**config.mk**
```make
export PLATFORM = sky130hd
export DESIGN_NAME = memory_access_stage
export DESIGN_NICKNAME = d
export VERILOG_FILES = /design/src/rtl/memory_access_stage.sv
export SDC_FILE = /design/constraint.sdc
export NUM_CORES = 1
export LEC_CHECK = 0
export ABC_AREA = 1
export BUFFER_PORTS_ARGS = -buffer_cell sky130_fd_sc_hd__buf_4
export CORE_AREA = 2 2 124 126
export CTS_BUF_LIST = sky130_fd_sc_hd__clkbuf_16
export DETAILED_ROUTE_END_ITERATION = 16
export DIE_AREA = 0 0 126 128
export GPL_ROUTABILITY_DRIVEN = 0
export PLACE_DENSITY_LB_ADDON = 0.25
export SLEW_MARGIN = 20
export SYNTH_ARGS = -nofsm -noshare
export SYNTH_HDL_FRONTEND = slang
export SYNTH_SLANG_ARGS = --single-unit
```
**constraint.sdc**
```tcl
create_clock -name clk -period 2.3 [get_ports clk]
set_input_delay 0.345 -clock clk [delete_from_list [all_inputs] [get_ports clk]]
set_output_delay 0.345 -clock clk [all_outputs]
set_load 0.01 [all_outputs]
```
**src/rtl/memory_access_stage.sv**
```systemverilog
// Memory stage: E->M pipeline register, data-memory req/ack port,
// load formatting, store lane steering and misalign/timeout faults.
module memory_access_stage #(
    parameter int word_width     = 32,
    parameter int timeout_cycles = 255
) (
    input  logic                  clk,
    input  logic                  reset,
    input  logic                  RegWriteE,
    input  logic                  MemWriteE,
    input  logic [1:0]            ResultSrcE,
    input  logic [2:0]            funct3E,
    input  logic [word_width-1:0] ALUResultE,
    input  logic [word_width-1:0] WriteDataE,
    input  logic [word_width-1:0] PCPlus4E,
    input  logic [4:0]            RdE,
    output logic                  RegWriteM,
    output logic [1:0]            ResultSrcM,
    output logic [word_width-1:0] ALUResultM,
    output logic [word_width-1:0] PCPlus4M,
    output logic [word_width-1:0] ReadDataM,
    output logic [4:0]            RdM,
    output logic                  StallM,
    output logic                  MisalignedM,
    output logic                  BusErrorM,
    output logic                  dmem_req,
    output logic                  dmem_we,
    output logic [word_width-1:0] dmem_addr,
    output logic [word_width-1:0] dmem_wdata,
    output logic [3:0]            dmem_be,
    input  logic [word_width-1:0] dmem_rdata,
    input  logic                  dmem_ack
);

    localparam logic [0:0] s_idle   = 1'b0;
    localparam logic [0:0] s_wait   = 1'b1;
    localparam logic [7:0] last_cnt = 8'(timeout_cycles - 1);

    logic                  regwrite_r;
    logic                  memwrite_r;
    logic [2:0]            funct3_r;
    logic [word_width-1:0] wdata_r;
    logic [0:0]            state;
    logic [7:0]            cnt;

    logic       is_load;
    logic       is_store;
    logic       mem_op;
    logic       bad;
    logic       go;
    logic       last;
    logic       timeout;
    logic [1:0] a;
    logic [31:0] shifted;
    logic [7:0]  rbyte;
    logic [15:0] rhalf;
    logic [31:0] fmt;

    always_ff @(posedge clk) begin
        if (reset) begin
            regwrite_r <= 1'b0;
            memwrite_r <= 1'b0;
            ResultSrcM <= 2'b00;
            funct3_r   <= 3'b000;
            ALUResultM <= '0;
            wdata_r    <= '0;
            PCPlus4M   <= '0;
            RdM        <= 5'd0;
        end else if (!StallM) begin
            regwrite_r <= RegWriteE;
            memwrite_r <= MemWriteE;
            ResultSrcM <= ResultSrcE;
            funct3_r   <= funct3E;
            ALUResultM <= ALUResultE;
            wdata_r    <= WriteDataE;
            PCPlus4M   <= PCPlus4E;
            RdM        <= RdE;
        end
    end

    assign a        = ALUResultM[1:0];
    assign is_store = memwrite_r;
    assign is_load  = (ResultSrcM == 2'b01) & ~memwrite_r;
    assign mem_op   = is_load | is_store;

    // Unsigned sizes exist only for loads; reserved funct3 codes fault.
    always_comb begin
        bad = 1'b0;
        case (funct3_r)
            3'b000:         bad = 1'b0;
            3'b001:         bad = a[0];
            3'b010:         bad = (a != 2'b00);
            3'b100, 3'b101: bad = is_store | (funct3_r[0] & a[0]);
            default:        bad = 1'b1;
        endcase
    end

    assign go      = mem_op & ~bad;
    assign last    = (state == s_wait) && (cnt == last_cnt);
    assign timeout = go & ~dmem_ack & last;

    assign StallM      = go & ~dmem_ack & ~last;
    assign MisalignedM = mem_op & bad;
    assign BusErrorM   = timeout;
    assign RegWriteM   = regwrite_r & ~StallM & ~MisalignedM & ~timeout;

    always_ff @(posedge clk) begin
        if (reset) begin
            state <= s_idle;
            cnt   <= 8'd0;
        end else begin
            case (state)
                s_idle: begin
                    if (go && !dmem_ack) begin
                        state <= s_wait;
                        cnt   <= 8'd0;
                    end
                end
                default: begin
                    if (dmem_ack || last) begin
                        state <= s_idle;
                        cnt   <= 8'd0;
                    end else begin
                        cnt <= cnt + 8'd1;
                    end
                end
            endcase
        end
    end

    assign shifted = dmem_rdata >> {a, 3'b000};
    assign rbyte   = shifted[7:0];
    assign rhalf   = a[1] ? dmem_rdata[31:16] : dmem_rdata[15:0];

    always_comb begin
        fmt = dmem_rdata;
        case (funct3_r)
            3'b000:  fmt = {{24{rbyte[7]}}, rbyte};
            3'b001:  fmt = {{16{rhalf[15]}}, rhalf};
            3'b100:  fmt = {24'd0, rbyte};
            3'b101:  fmt = {16'd0, rhalf};
            default: fmt = dmem_rdata;
        endcase
    end

    assign ReadDataM = (is_load && go && dmem_ack) ? fmt : '0;

    assign dmem_req  = go;
    assign dmem_we   = go & is_store;
    assign dmem_addr = {ALUResultM[31:2], 2'b00};

    always_comb begin
        dmem_wdata = wdata_r;
        dmem_be    = 4'b0000;
        case (funct3_r[1:0])
            2'b00: begin
                dmem_wdata = {4{wdata_r[7:0]}};
                dmem_be    = 4'b0001 << a;
            end
            2'b01: begin
                dmem_wdata = {2{wdata_r[15:0]}};
                dmem_be    = 4'b0011 << {a[1], 1'b0};
            end
            default: begin
                dmem_wdata = wdata_r;
                dmem_be    = 4'b1111;
            end
        endcase
        if (!go)
            dmem_be = 4'b0000;
    end

endmodule

```
==> results.yml <==
sta:
  timing.final.hold_violations: 0
  fin_crit_sh: 0.9578
  slew_violations: 0
  setup_viol: 0
  fin_crit_ns: 2.203
  timing.fmax_mhz: 453.9
  skew_ns: 0.01434
  tightest_slew_ns: 0.5197
  max_slew_margin: 0.6531
  whs_ns: 0.1640
final_layout:
  diodes: 0
  area_delta_synth_final_pct: 47.64
  layout-drive-gt1-share: 0.3067
  nets: 1447
  fin_area_sq_mm: 0.009248
die:
  fp.dieArea_sq_mm: 0.01613
  rows: 45
  coreArea_sq_mm: 0.01486
  io_pins: 320
  initial_core_util: 0.4214
  fp.dieH_um: 128
  die_w_um: 126
grt:
  grt_overflow: 0
  grt_pass1_wl_mm: 29.44
  grt_util_all_layers: 0.2262
  grt_max_degree: 83
  grt_pass1_vias: 6272
  antenna_found_initial: 0
detailed_routing:
  post_drt_wl_per_cell_um: 12.87
  antenna_left: 0
  wirelength_mm: 19.33
  vias: 6812
  dr.pass1.iters: 5
  drc_errors: 0
  drt_iter0_drc: 218
  vias_per_cell: 4.535
clock_tree:
  root_buffer: "clkbuf_16"
  hold_buffers: 0
  worstSkewPairLatency_ns: 0.41
  tritoncts: "built"
  clkSinkCount: 117
  cts.clk_slew.worst_paths_ns: 0.05
  cts_inserted_buffers: 17
  htreeDepth: 4
  clk_path_buf_depth: 2
placement:
  placed_cell_area_sq_mm: 0.008544
  io_buffers: 317
  dpl.hpwl_mm: 14.22
setup_path:
  critical_path_class: "flip-flop to output port"
  cpMaxStageDelayCell: "dfxtp_4"
  crit_family: "simple AND/OR/NAND/NOR gates"
  crit_arrival_ns: 1.86
  cp-start-kind: "flip-flop"
  path_cells: "inv_2, nor2_2, inv_1, nor3_2, nor2_4, buf_6, nor3_1, buf_4"
  path_max_fanout: 9
  path_buf_inv: 4
  cp-end-kind: "output port"
  r2r_start: "cnt[0]"
  cp.required_ns: 1.96
  startpoint: "funct3_r[0]"
  max_stage_delay_ns: 0.39
hold_path:
  hp-start: "reset"
  hp-class: "input port to flip-flop"
power_and_ir_drop:
  intPower_w: 0.004612
  power.share.switching: 0.3051
  power-per-cell-area_mw_per_mm2: 717.7
  irDropWorstVdd_uv: 464.4
  comb_power_share: 0.272
  clkPwrFrac: 0.370
  p_leak_nw: 5.420
  p_sw_w: 0.002025
  p_seq_frac: 0.359
synth:
  ys_types: 28
  netlist_instances: 1033
  ys_ff_latch: 117
  yosys_warnings: 0
  ys_seq_area_frac: 0.3740
  synth.avg_cell_area_sq_um: 6.063
  syn_area_sq_mm: 0.006264
job:
  maxCapViolCount: 0
status:
  status: "finished clean"
[path summary, 6_finish.rpt]
check | depth (start not counted) | to | slack, ns
worst max-delay path | 8 | ReadDataM[18] | 0.1
worst min-delay path | 2 | cnt[2] | 0.16
worst max register to register | 13 | PCPlus4M[20] | 0.35
worst min register to register | 2 | PCPlus4M[13] | 0.48
[routing by layer]
layer	global-route usage	wire length (um)
met2	0.4067	9587
met5	0	0
met3	0.08222	1641
met4	0.09373	577
met1	0.2398	7520
[power by group through the flow]
stage,logic (W),clock network (W),registers [W]
5_1_grt,0.00199,0.00260,0.00240
2_1_floorplan,0.000934,0,0.00244
3_5_place_dp,0.00174,0,0.00241
3_3_place_gp,0.00173,0,0.00241
6_report,0.00180,0.00246,0.00238
4_1_cts,0.00175,0.00250,0.00238
[registers in the layout, summed over array words and instances, names as in the netlist]
register and flops:
is_store 1, state 1, funct3_r 3, regwrite_r 1
wdata_r 32, RdM 5, ALUResultM 32, cnt 8
PCPlus4M 32, ResultSrcM 2
[Yosys cell counts]
master    number  area (sq um)
or2_2          2         12.51
ha_1           2         25.02
nor2_1       285          1070
buf_2         19         95.09
nand3_1       16         80.08
nand4_1        1         6.260
a21oi_1       10         50.05
inv_1        136         510.5
clkbuf_1      21         78.83
buf_6          5         56.30
o221ai_1       7         61.31
o211ai_1       6         45.04
o21a_1         1         7.510
dfxtp_1      117          2342
inv_2          2         7.510
xnor2_1        2         17.52
nor3_1        26         130.1
nand3b_1       1         7.510
o21bai_1       1         7.510
mux2i_1        7         70.07
buf_4         43         322.8
nand2_1      298          1119
conb_1         1         3.750
o21ai_0       16         80.08
nor2_4         1         11.26
xor2_1         2         17.52
nand2_2        4         25.02
buf_1          1         3.750
[layout by cell type (no fill, tap or decap), types with 3 or more instances in the layout]
cell type  instances
buf_4            331
nand2_1          295
nor2_1           283
inv_1            133
dfxtp_1          112
clkbuf_16         17
nand3_1           14
nor3_2            13
o21ai_0           12
nor3_1            12
a21oi_1           10
mux2i_1            7
o221ai_1           7
o211ai_1           6
clkinv_1           6
nand2_2            5
inv_2              5
buf_12             5
dfxtp_2            3
clkinv_2           3
[kinds of logic after synthesis]
family                   Yosys count  share of synthesized area
XOR/XNOR                           4                   0.005594
AO/OA/AOI/OAI                     41                    0.04015
flip-flops                       117                     0.3740
buffers and inverters            227                     0.1716
multiplexers                       7                    0.01119
AND/OR/NAND/NOR                  634                     0.3929
other                              1                  0.0005987
adder cells (fa/ha/maj)            2                   0.003995
[final cells by class]
class,instances,area [sq um]
Multi-Input combinational cell,690,2987
Fill cell,1429,5617
Clock buffer,17,425.4
Clock inverter,14,120.1
Inverter,138,519.2
Tap cell,188,235.2
Timing Repair Buffer,338,2608
Sequential cell,117,2354
[metrics by stage]
stage | setup WS [ns] | utilization | setup TNS, ns | power, W | std cells
floorplan | 0.4166 | - | 0 | 0.003375 | 1034
detailed placement | 0.2340 | 0.5748 | 0 | 0.004155 | 1469
global route | -0.03055 | 0.6221 | -0.04883 | 0.006989 | 1502
CTS | 0.003216 | 0.6128 | 0 | 0.006631 | 1501
global placement | 0.2945 | 0.5748 | 0 | 0.004135 | 1469
finish | 0.09699 | 0.6221 | 0 | 0.006637 | 1502
[timing repair]
action                                  4_1_cts  5_1_grt
pin swaps                                     1        1
buffers inserted                              1        0
endpoints found under the setup margin       22       36
gates resized for setup                       6       39
cloned                                        0        1
Note: power is estimated with default switching activity, not from simulation.
